<file path="src/rtl/program_loader.sv">
// Framed byte-stream loader: length, payload, checksum -> RAM writes.
// Holds the CPU in reset until a frame completes with a matching checksum.
module program_loader #(
    parameter int ADDR_W = 4,
    parameter int DATA_W = 8,
    parameter int DEPTH  = 16
) (
    input  logic              clk,
    input  logic              reset,
    input  logic              start,
    input  logic              in_valid,
    input  logic [DATA_W-1:0] in_data,
    output logic              in_ready,
    output logic              wr_en,
    output logic [ADDR_W-1:0] wr_addr,
    output logic [DATA_W-1:0] wr_data,
    output logic              cpu_hold,
    output logic              done,
    output logic              error,
    output logic [DATA_W-1:0] csum
);

    typedef enum logic [2:0] {
        IDLE, LEN, DATA, CSUM, DONE, ERR
    } state_t;

    localparam logic [ADDR_W:0]   REM_FULL = (ADDR_W+1)'(DEPTH);
    localparam logic [ADDR_W:0]   REM_ONE  = (ADDR_W+1)'(1);
    localparam logic [DATA_W:0]   LEN_CAP  = (DATA_W+1)'(DEPTH);
    localparam logic [ADDR_W-1:0] ADDR_ONE = ADDR_W'(1);

    state_t            state_q, state_d;
    logic [ADDR_W-1:0] addr_q, addr_d;
    logic [ADDR_W:0]   rem_q, rem_d;
    logic [DATA_W-1:0] csum_q, csum_d;
    logic              wr_en_q, wr_en_d;
    logic [ADDR_W-1:0] wr_addr_q, wr_addr_d;
    logic [DATA_W-1:0] wr_data_q, wr_data_d;
    logic              hold_q, hold_d;
    logic              done_q, done_d;
    logic              error_q, error_d;
    logic              xfer;

    assign in_ready = (state_q == LEN) || (state_q == DATA) ||
                      (state_q == CSUM);
    assign xfer     = in_valid && in_ready;

    always_comb begin
        state_d   = state_q;
        addr_d    = addr_q;
        rem_d     = rem_q;
        csum_d    = csum_q;
        wr_en_d   = 1'b0;
        wr_addr_d = wr_addr_q;
        wr_data_d = wr_data_q;
        unique case (state_q)
            IDLE, DONE, ERR: begin
                if (start) begin
                    state_d = LEN;
                    addr_d  = '0;
                    rem_d   = '0;
                    csum_d  = '0;
                end
            end
            LEN: begin
                if (xfer) begin
                    state_d = DATA;
                    // zero or oversize length loads the whole RAM
                    if (in_data == '0 || {1'b0, in_data} >= LEN_CAP)
                        rem_d = REM_FULL;
                    else
                        rem_d = in_data[ADDR_W:0];
                end
            end
            DATA: begin
                if (xfer) begin
                    wr_en_d   = 1'b1;
                    wr_addr_d = addr_q;
                    wr_data_d = in_data;
                    csum_d    = csum_q + in_data;
                    addr_d    = addr_q + ADDR_ONE;
                    rem_d     = rem_q - REM_ONE;
                    if (rem_q == REM_ONE)
                        state_d = CSUM;
                end
            end
            CSUM: begin
                if (xfer)
                    state_d = (in_data == csum_q) ? DONE : ERR;
            end
            default: state_d = IDLE;
        endcase
        hold_d  = (state_d != DONE);
        done_d  = (state_d == DONE);
        error_d = (state_d == ERR);
    end

    always_ff @(posedge clk) begin
        if (reset) begin
            state_q   <= IDLE;
            addr_q    <= '0;
            rem_q     <= '0;
            csum_q    <= '0;
            wr_en_q   <= 1'b0;
            wr_addr_q <= '0;
            wr_data_q <= '0;
            hold_q    <= 1'b1;
            done_q    <= 1'b0;
            error_q   <= 1'b0;
        end else begin
            state_q   <= state_d;
            addr_q    <= addr_d;
            rem_q     <= rem_d;
            csum_q    <= csum_d;
            wr_en_q   <= wr_en_d;
            wr_addr_q <= wr_addr_d;
            wr_data_q <= wr_data_d;
            hold_q    <= hold_d;
            done_q    <= done_d;
            error_q   <= error_d;
        end
    end

    assign wr_en    = wr_en_q;
    assign wr_addr  = wr_addr_q;
    assign wr_data  = wr_data_q;
    assign cpu_hold = hold_q;
    assign done     = done_q;
    assign error    = error_q;
    assign csum     = csum_q;

endmodule

</file>
<file path="config.mk">
export PLATFORM = sky130hd
export DESIGN_NAME = program_loader
export DESIGN_NICKNAME = d
export VERILOG_FILES = /design/src/rtl/program_loader.sv
export SDC_FILE = /design/constraint.sdc
export NUM_CORES = 1
export LEC_CHECK = 0
export ABC_AREA = 0
export CORE_MARGIN = 8
export CORE_UTILIZATION = 65
export CTS_BUF_LIST = sky130_fd_sc_hd__clkbuf_2 sky130_fd_sc_hd__clkbuf_4 sky130_fd_sc_hd__clkbuf_8
export DETAILED_ROUTE_END_ITERATION = 16
export DONT_BUFFER_PORTS = 1
export PLACE_DENSITY = 0.81
export SLEW_MARGIN = 20
export SYNTH_ARGS = -nofsm -noshare
export SYNTH_HDL_FRONTEND = slang
export SYNTH_SLANG_ARGS = --single-unit
</file>
<file path="constraint.sdc">
create_clock -name clk -period 3 [get_ports clk]
set_clock_uncertainty 0.2 [all_clocks]
set_input_delay 0 -clock clk [delete_from_list [all_inputs] [get_ports clk]]
set_output_delay 0 -clock clk [all_outputs]
set_load 0.02 [all_outputs]
</file>
==> results of run 1 <==
-- cell type report --
| type | instances | area, µm² | share of cell area [%] |
|---|---|---|---|
| inverter | 4 | 15.0 | 0.732 |
| multi-input combinational | 161 | 1030 | 50.1 |
| clock inverter | 3 | 42.5 | 2.07 |
| clock buffer | 5 | 37.5 | 1.83 |
| timing repair buffer | 18 | 170 | 8.29 |
| tap | 31 | 38.8 | 1.89 |
| sequential | 36 | 721 | 35.1 |
-- worst max-delay path: cells and delay by family (launching register included) --
family          cells  cell delay (ps)
flops               1              610
compound gates      1               80
buf+inv             1              570
simple gates        3             1060
-- kinds of logic after synthesis --
family,count (synthesis)
and+or+nand+nor,83
AOI/OAI and AO/OA,61
DFF,36
buffers and inverters,15
adders and majority gates,11
xor gates and xnor gates,6
-- metal layers --
layer / vias to the layer above / global-route usage [%] / part of all wire (%)
li1: 792 / - / -
met1: 771 / 22.7 / 42
met2: 38 / 34.1 / 51
met3: 11 / 6.46 / 5.9
met4: 0 / 8.77 / 1.7
met5: - / 0 / 0
-- stage by stage --
step	cells	hold WS, ps	worst slack [ps]	cell area, µm²	power [mW]
2_1_floorplan	212	-104	685	1810	0.630
3_3_place_gp	234	-127	598	1820	0.643
3_5_place_dp	234	-122	545	1820	0.650
4_1_cts	257	40.7	402	2050	1.02
5_1_grt	258	90.2	247	2050	1.06
6_report	258	48.6	386	2050	1.02
-- power groups by stage --
stage	Sequential [mW]	Clock, mW	Combinational [mW]
after detailed placement	0.528	0	0.123
after floorplan	0.518	0	0.113
final	0.517	0.347	0.153
after CTS	0.517	0.349	0.151
after global routing	0.520	0.368	0.170
after global placement	0.527	0	0.116
-- final timing paths --
path	start	endpoint	slack, ps
max reg2reg	state_q[1]	wr_addr[0]	390
max	state_q[1]	wr_addr[0]	390
min	in_data[1]	cpu_hold	50
min reg2reg	addr_q[3]	wr_addr[3]	280
-- cells in the final DEF (no fill, tap or decap), types with 4 or more instances in the layout --
| cell type | synthesis | layout |
|---|---|---|
| a21oi_1 | 21 | 21 |
| a22oi_1 | 10 | 10 |
| and2_1 | 4 | 4 |
| clkbuf_4 | 0 | 5 |
| dfxtp_1 | 36 | 36 |
| dlygate4sd3_1 | 0 | 15 |
| ha_1 | 10 | 10 |
| inv_1 | 4 | 4 |
| nand2_1 | 33 | 33 |
| nor2_1 | 22 | 22 |
| o21ai_1 | 5 | 5 |
| xor2_1 | 4 | 4 |
-- registers in the layout (all words and copies together) (netlist names) --
name	count
addr_q	4
wr_addr	4
done	1
error	1
rem_q	5
wr_en	1
wr_data	8
csum	8
cpu_hold	1
state_q	3
==> impl_metrics.py, run 1 <==
metrics = {
    "placement": {
        "dpl.hpwl_um": 3110,
        "gp_congestion": 0.887,
        "place.port_buffers": 0,
    },
    "worst_setup_path": {
        "crit_type": "flop to flop",
        "critPathRequiredTime_ps": 3050,
        "rr_worst_depth": 5,
        "end_kind": "flop",
        "cp_max_fo": 16,
        "critPathMostFrequentCell": "nand2_1",
        "cp.arrival_ps": 2660,
        "crit_path_max_incr_delay_ps": 610,
        "cpMaxStageDelayCell": "dfxtp_1",
        "crit_chain": "nor3b_2 -> nand2_1 -> nand2_1 -> a21oi_1 -> dlygate4sd3_1",
        "critPathLaunchType": "flop",
    },
    "grt": {
        "grt_use_total_pct": 20.1,
        "antenna_found_initial": 0,
        "gr-total-overflow": 0,
        "grt_pass1_vias": 1601,
        "grt_pass1_wl_um": 7320,
        "grt_max_degree": 33,
    },
    "layout": {
        "fill_cells": 196,
        "n_antenna_cell": 0,
        "drive_above_1_share_pct": 8.81,
        "post-route-util_pct": 75.7,
        "areaGrowthSynthToFinish_pct": 13.3,
        "fin_nets": 249,
    },
    "route": {
        "dr_total_vias": 1612,
        "drt_iter0_drc": 181,
        "wirelength_um": 4440,
        "post_drt_wl_per_cell_um": 17.2,
        "ant_nets": 0,
        "drtPass1Iterations": 4,
        "routed_via_density": 6.25,
        "drc": 0,
    },
    "die": {
        "num_rows": 19,
        "die_h_um": 68.8,
        "die_x_um": 68.8,
        "core_area_um2": 2710,
        "start_util_pct": 66.8,
        "io_pins": 37,
        "dieArea_um2": 4730,
    },
    "cts": {
        "cts_resized": 0,
        "clkTransAtPathRegs_ps": 110,
        "cts-root-buf": "clkbuf_4",
        "cts_tree": "yes",
        "htreeDepth": 2,
        "numCtsBuffers": 5,
        "cts.sinks": 36,
        "insertion_delay_ps": 340,
        "post_cts_buffers": 0,
        "ctsHoldBuffers": 15,
        "cts.path.max_buffers": 2,
    },
    "sta": {
        "hold_violations": 0,
        "period_needed_ps": 2610,
        "post-route-period-util_pct": 87.1,
        "maxSlewHeadroom_pct": 60.7,
        "setup_viol": 0,
        "report.final.slew_viol_count": 0,
        "rsz0062_at_grt": "no",
        "finalSetupTns_ps": 0,
        "max_freq_mhz": 383,
        "worstMarginPinSlew_ps": 589,
    },
    "synth": {
        "synth_area_leader_cell": "dfxtp_1",
        "synth_compound_area_share_pct": 23.5,
        "synthTopCellsByCount": "dfxtp_1 (36), nand2_1 (33), nor2_1 (22)",
        "synth-simple-area-share_pct": 22.3,
        "synth.most_common_cell": "dfxtp_1",
        "synth_edf_count": 0,
        "async_reset_ff_share_pct": 0,
        "yosys_warnings": 0,
        "synthAdderAreaFrac_pct": 8.02,
        "netlist.area_leader.share_pct": 39.8,
        "syn_area_um2": 1810,
        "synth_flop_cell": "dfxtp_1",
        "synth.area.mux_share_pct": 0,
        "synthCells": 212,
        "synth_xor_area_share_pct": 2.90,
        "yosysSeqAreaShare_pct": 39.8,
        "ys_types": 48,
        "ys_ff_latch": 36,
        "synthTopCellsByArea": "dfxtp_1 (40%), ha_1 (6.9%), nand2_1 (6.8%), a21oi_1 (5.8%), nor2_1 (4.6%)",
        "synth_top_family_by_area": "compound AO/OA/AOI/OAI gates",
        "syn_avg_cell_area_um2": 8.54,
        "syn-num-nets": 235,
    },
    "pwr": {
        "p_comb_share_pct": 15.1,
        "intPower_mw": 0.730,
        "p_sw_mw": 0.287,
        "power.density_nw_per_um2": 496,
        "switching_share_pct": 28.2,
        "leakagePower_nw": 0.790,
        "power_frac_seq_pct": 50.8,
        "vdd_ir_drop_max_v": 0.000410,
        "clkPwrFrac_pct": 34.1,
    },
    "hold_path": {
        "worstHoldPathCells": 6,
        "worstHoldPathType": "input port to flop",
    },
    "status": {
        "outcome": "complete, no violations",
    },
    "run": {
        "max-cap-violations": 0,
    },
}
(Power assumes the default switching activity.)
==> run 2, diff against run 1 <==
--- a/config.mk
+++ b/config.mk
@@ -11,6 +11,8 @@
 export CTS_BUF_LIST = sky130_fd_sc_hd__clkbuf_2 sky130_fd_sc_hd__clkbuf_4 sky130_fd_sc_hd__clkbuf_8
 export DETAILED_ROUTE_END_ITERATION = 16
 export DONT_BUFFER_PORTS = 1
+export GPL_ROUTABILITY_DRIVEN = 0
+export GPL_TIMING_DRIVEN = 0
 export PLACE_DENSITY = 0.81
 export SLEW_MARGIN = 20
 export SYNTH_ARGS = -nofsm -noshare
==> run 2 against run 1 <==
  * Combinational power is 6% higher
  * Global-route usage is 1.3 points higher
  * Cell count grew 1.6%
  * Critical path depth rose by 1
  * Largest power group unchanged
==> impl_metrics.py, run 2 (synthesis results as in run 1) <==
metrics = {
    "grt": {
        "grt_max_degree": 12,
        "grt_pass1_vias": 1629,
        "grt_use_total_pct": 21.4,
        "antenna_found_initial": 0,
        "gr-total-overflow": 0,
        "grt_pass1_wl_um": 7470,
    },
    "worst_setup_path": {
        "cpMaxStageDelayCell": "or4_4",
        "crit_type": "flop to flop",
        "critPathRequiredTime_ps": 3090,
        "end_kind": "flop",
        "crit_chain": "ha_1 -> or4_4 -> o41ai_2 -> nand2_1 -> a31oi_2 -> and2_1",
        "cp_max_fo": 5,
        "crit_path_max_incr_delay_ps": 570,
        "cp.arrival_ps": 2650,
        "cp_num_buf_inv": 0,
        "path_delay_family": "simple AND/OR/NAND/NOR gates",
        "critPathLaunchType": "flop",
    },
    "hold_path": {
        "worstHoldPathType": "input port to flop",
    },
    "sta": {
        "post-route-period-util_pct": 85.4,
        "report.final.slew_viol_count": 0,
        "worstMarginPinSlew_ps": 727,
        "hold_violations": 0,
        "max_freq_mhz": 390,
        "rsz0062_at_grt": "no",
        "finalSetupTns_ps": 0,
        "maxSlewHeadroom_pct": 50.3,
        "setup_viol": 0,
        "period_needed_ps": 2560,
        "fin_ws_ps": 438,
    },
    "die": {
        "io_pins": 37,
        "dieArea_um2": 4730,
        "num_rows": 19,
        "die_x_um": 68.8,
        "die_h_um": 68.8,
        "core_area_um2": 2710,
        "start_util_pct": 66.8,
    },
    "cts": {
        "numCtsBuffers": 5,
        "htreeDepth": 2,
        "cts-root-buf": "clkbuf_4",
        "clkTransAtPathRegs_ps": 110,
        "cts.path.max_buffers": 2,
        "ctsHoldBuffers": 11,
        "insertion_delay_ps": 340,
        "cts_tree": "yes",
        "post_cts_buffers": 0,
        "cts_resized": 0,
        "cts.sinks": 36,
    },
    "placement": {
        "dpl.hpwl_um": 3230,
        "place.port_buffers": 0,
        "place_ws_ps": 526,
        "placed_area_um2": 1850,
    },
    "route": {
        "ant_nets": 0,
        "routed_via_density": 6.42,
        "drt_iter0_drc": 141,
        "post_drt_wl_per_cell_um": 18.2,
        "wirelength_um": 4760,
        "drtPass1Iterations": 4,
        "drc": 0,
        "dr_total_vias": 1681,
    },
    "layout": {
        "drive_above_1_share_pct": 9.52,
        "areaGrowthSynthToFinish_pct": 13.5,
        "stdcell_area_um2": 2050,
        "mostFrequentLayoutCells": "dfxtp_1 (36), nand2_1 (33), nor2_1 (22)",
        "final_common_cell": "dfxtp_1",
        "fill_cells": 206,
        "n_antenna_cell": 0,
        "post-route-util_pct": 75.8,
        "fin_nets": 253,
    },
    "pwr": {
        "leakagePower_nw": 0.802,
        "vdd_ir_drop_max_v": 0.000521,
        "power.density_nw_per_um2": 512,
        "p_total_mw": 1.05,
    },
    "run": {
        "max-cap-violations": 0,
    },
    "status": {
        "outcome": "complete, no violations",
    },
}
run 2: cell types whose count changed in the layout (fill, tap and decap cells not counted), sizes merged:
cell,before,now
buf,3,5
clkbuf,5,13
dlygate4sd3,15,11
clkinv,1,0
clkinvlp,1,0
run 2: final cells by class:
class	count	area, µm²	share of cell area [%]
Buffer	11	47.5	2.31
Clock buffer	7	65.1	3.17
Clock inverter	1	30.0	1.46
Inverter	4	15.0	0.731
Multi-Input combinational cell	161	1030	50.0
Sequential cell	36	721	35.1
Tap cell	31	38.8	1.89
Timing Repair Buffer	11	110	5.36
run 2: per-layer routing:
layer	track usage (%)	routed length, µm	up-vias
li1	-	-	799
met1	21.1	1770	792
met2	36.8	2360	67
met3	8.08	447	23
met4	14.0	184	0
met5	0	0	-
run 2: worst register-to-register path: stages (launching register included):
cell and delay, ps:
dfxtp_1 500, ha_1 360, or4_4 570, o41ai_2 350
nand2_1 110, a31oi_2 260, and2_1 180
run 2: report_power, final:
group          switching [mW]  internal [mW]  leakage (nW)
Clock                   0.158          0.221        0.0515
Sequential             0.0191          0.491         0.291
Combinational          0.0979         0.0637         0.459
Total                   0.275          0.776         0.802
run 2: path summary, 6_finish.rpt:
check	to	slack (ps)	start	cells past startpoint
hold / removal	cpu_hold	70	start	5
hold reg to reg	wr_addr[3]	280	addr_q[3]	2
setup reg to reg	done	440	csum[5]	6
setup / recovery	done	440	csum[5]	6
run 2: per-stage QoR:
stage / instances / hold slack, ps
6_report: 262 / 66.1
5_1_grt: 262 / 124
4_1_cts: 262 / 44.0
3_5_place_dp: 243 / -91.5
3_3_place_gp: 243 / -96.8
2_1_floorplan: 212 / -104
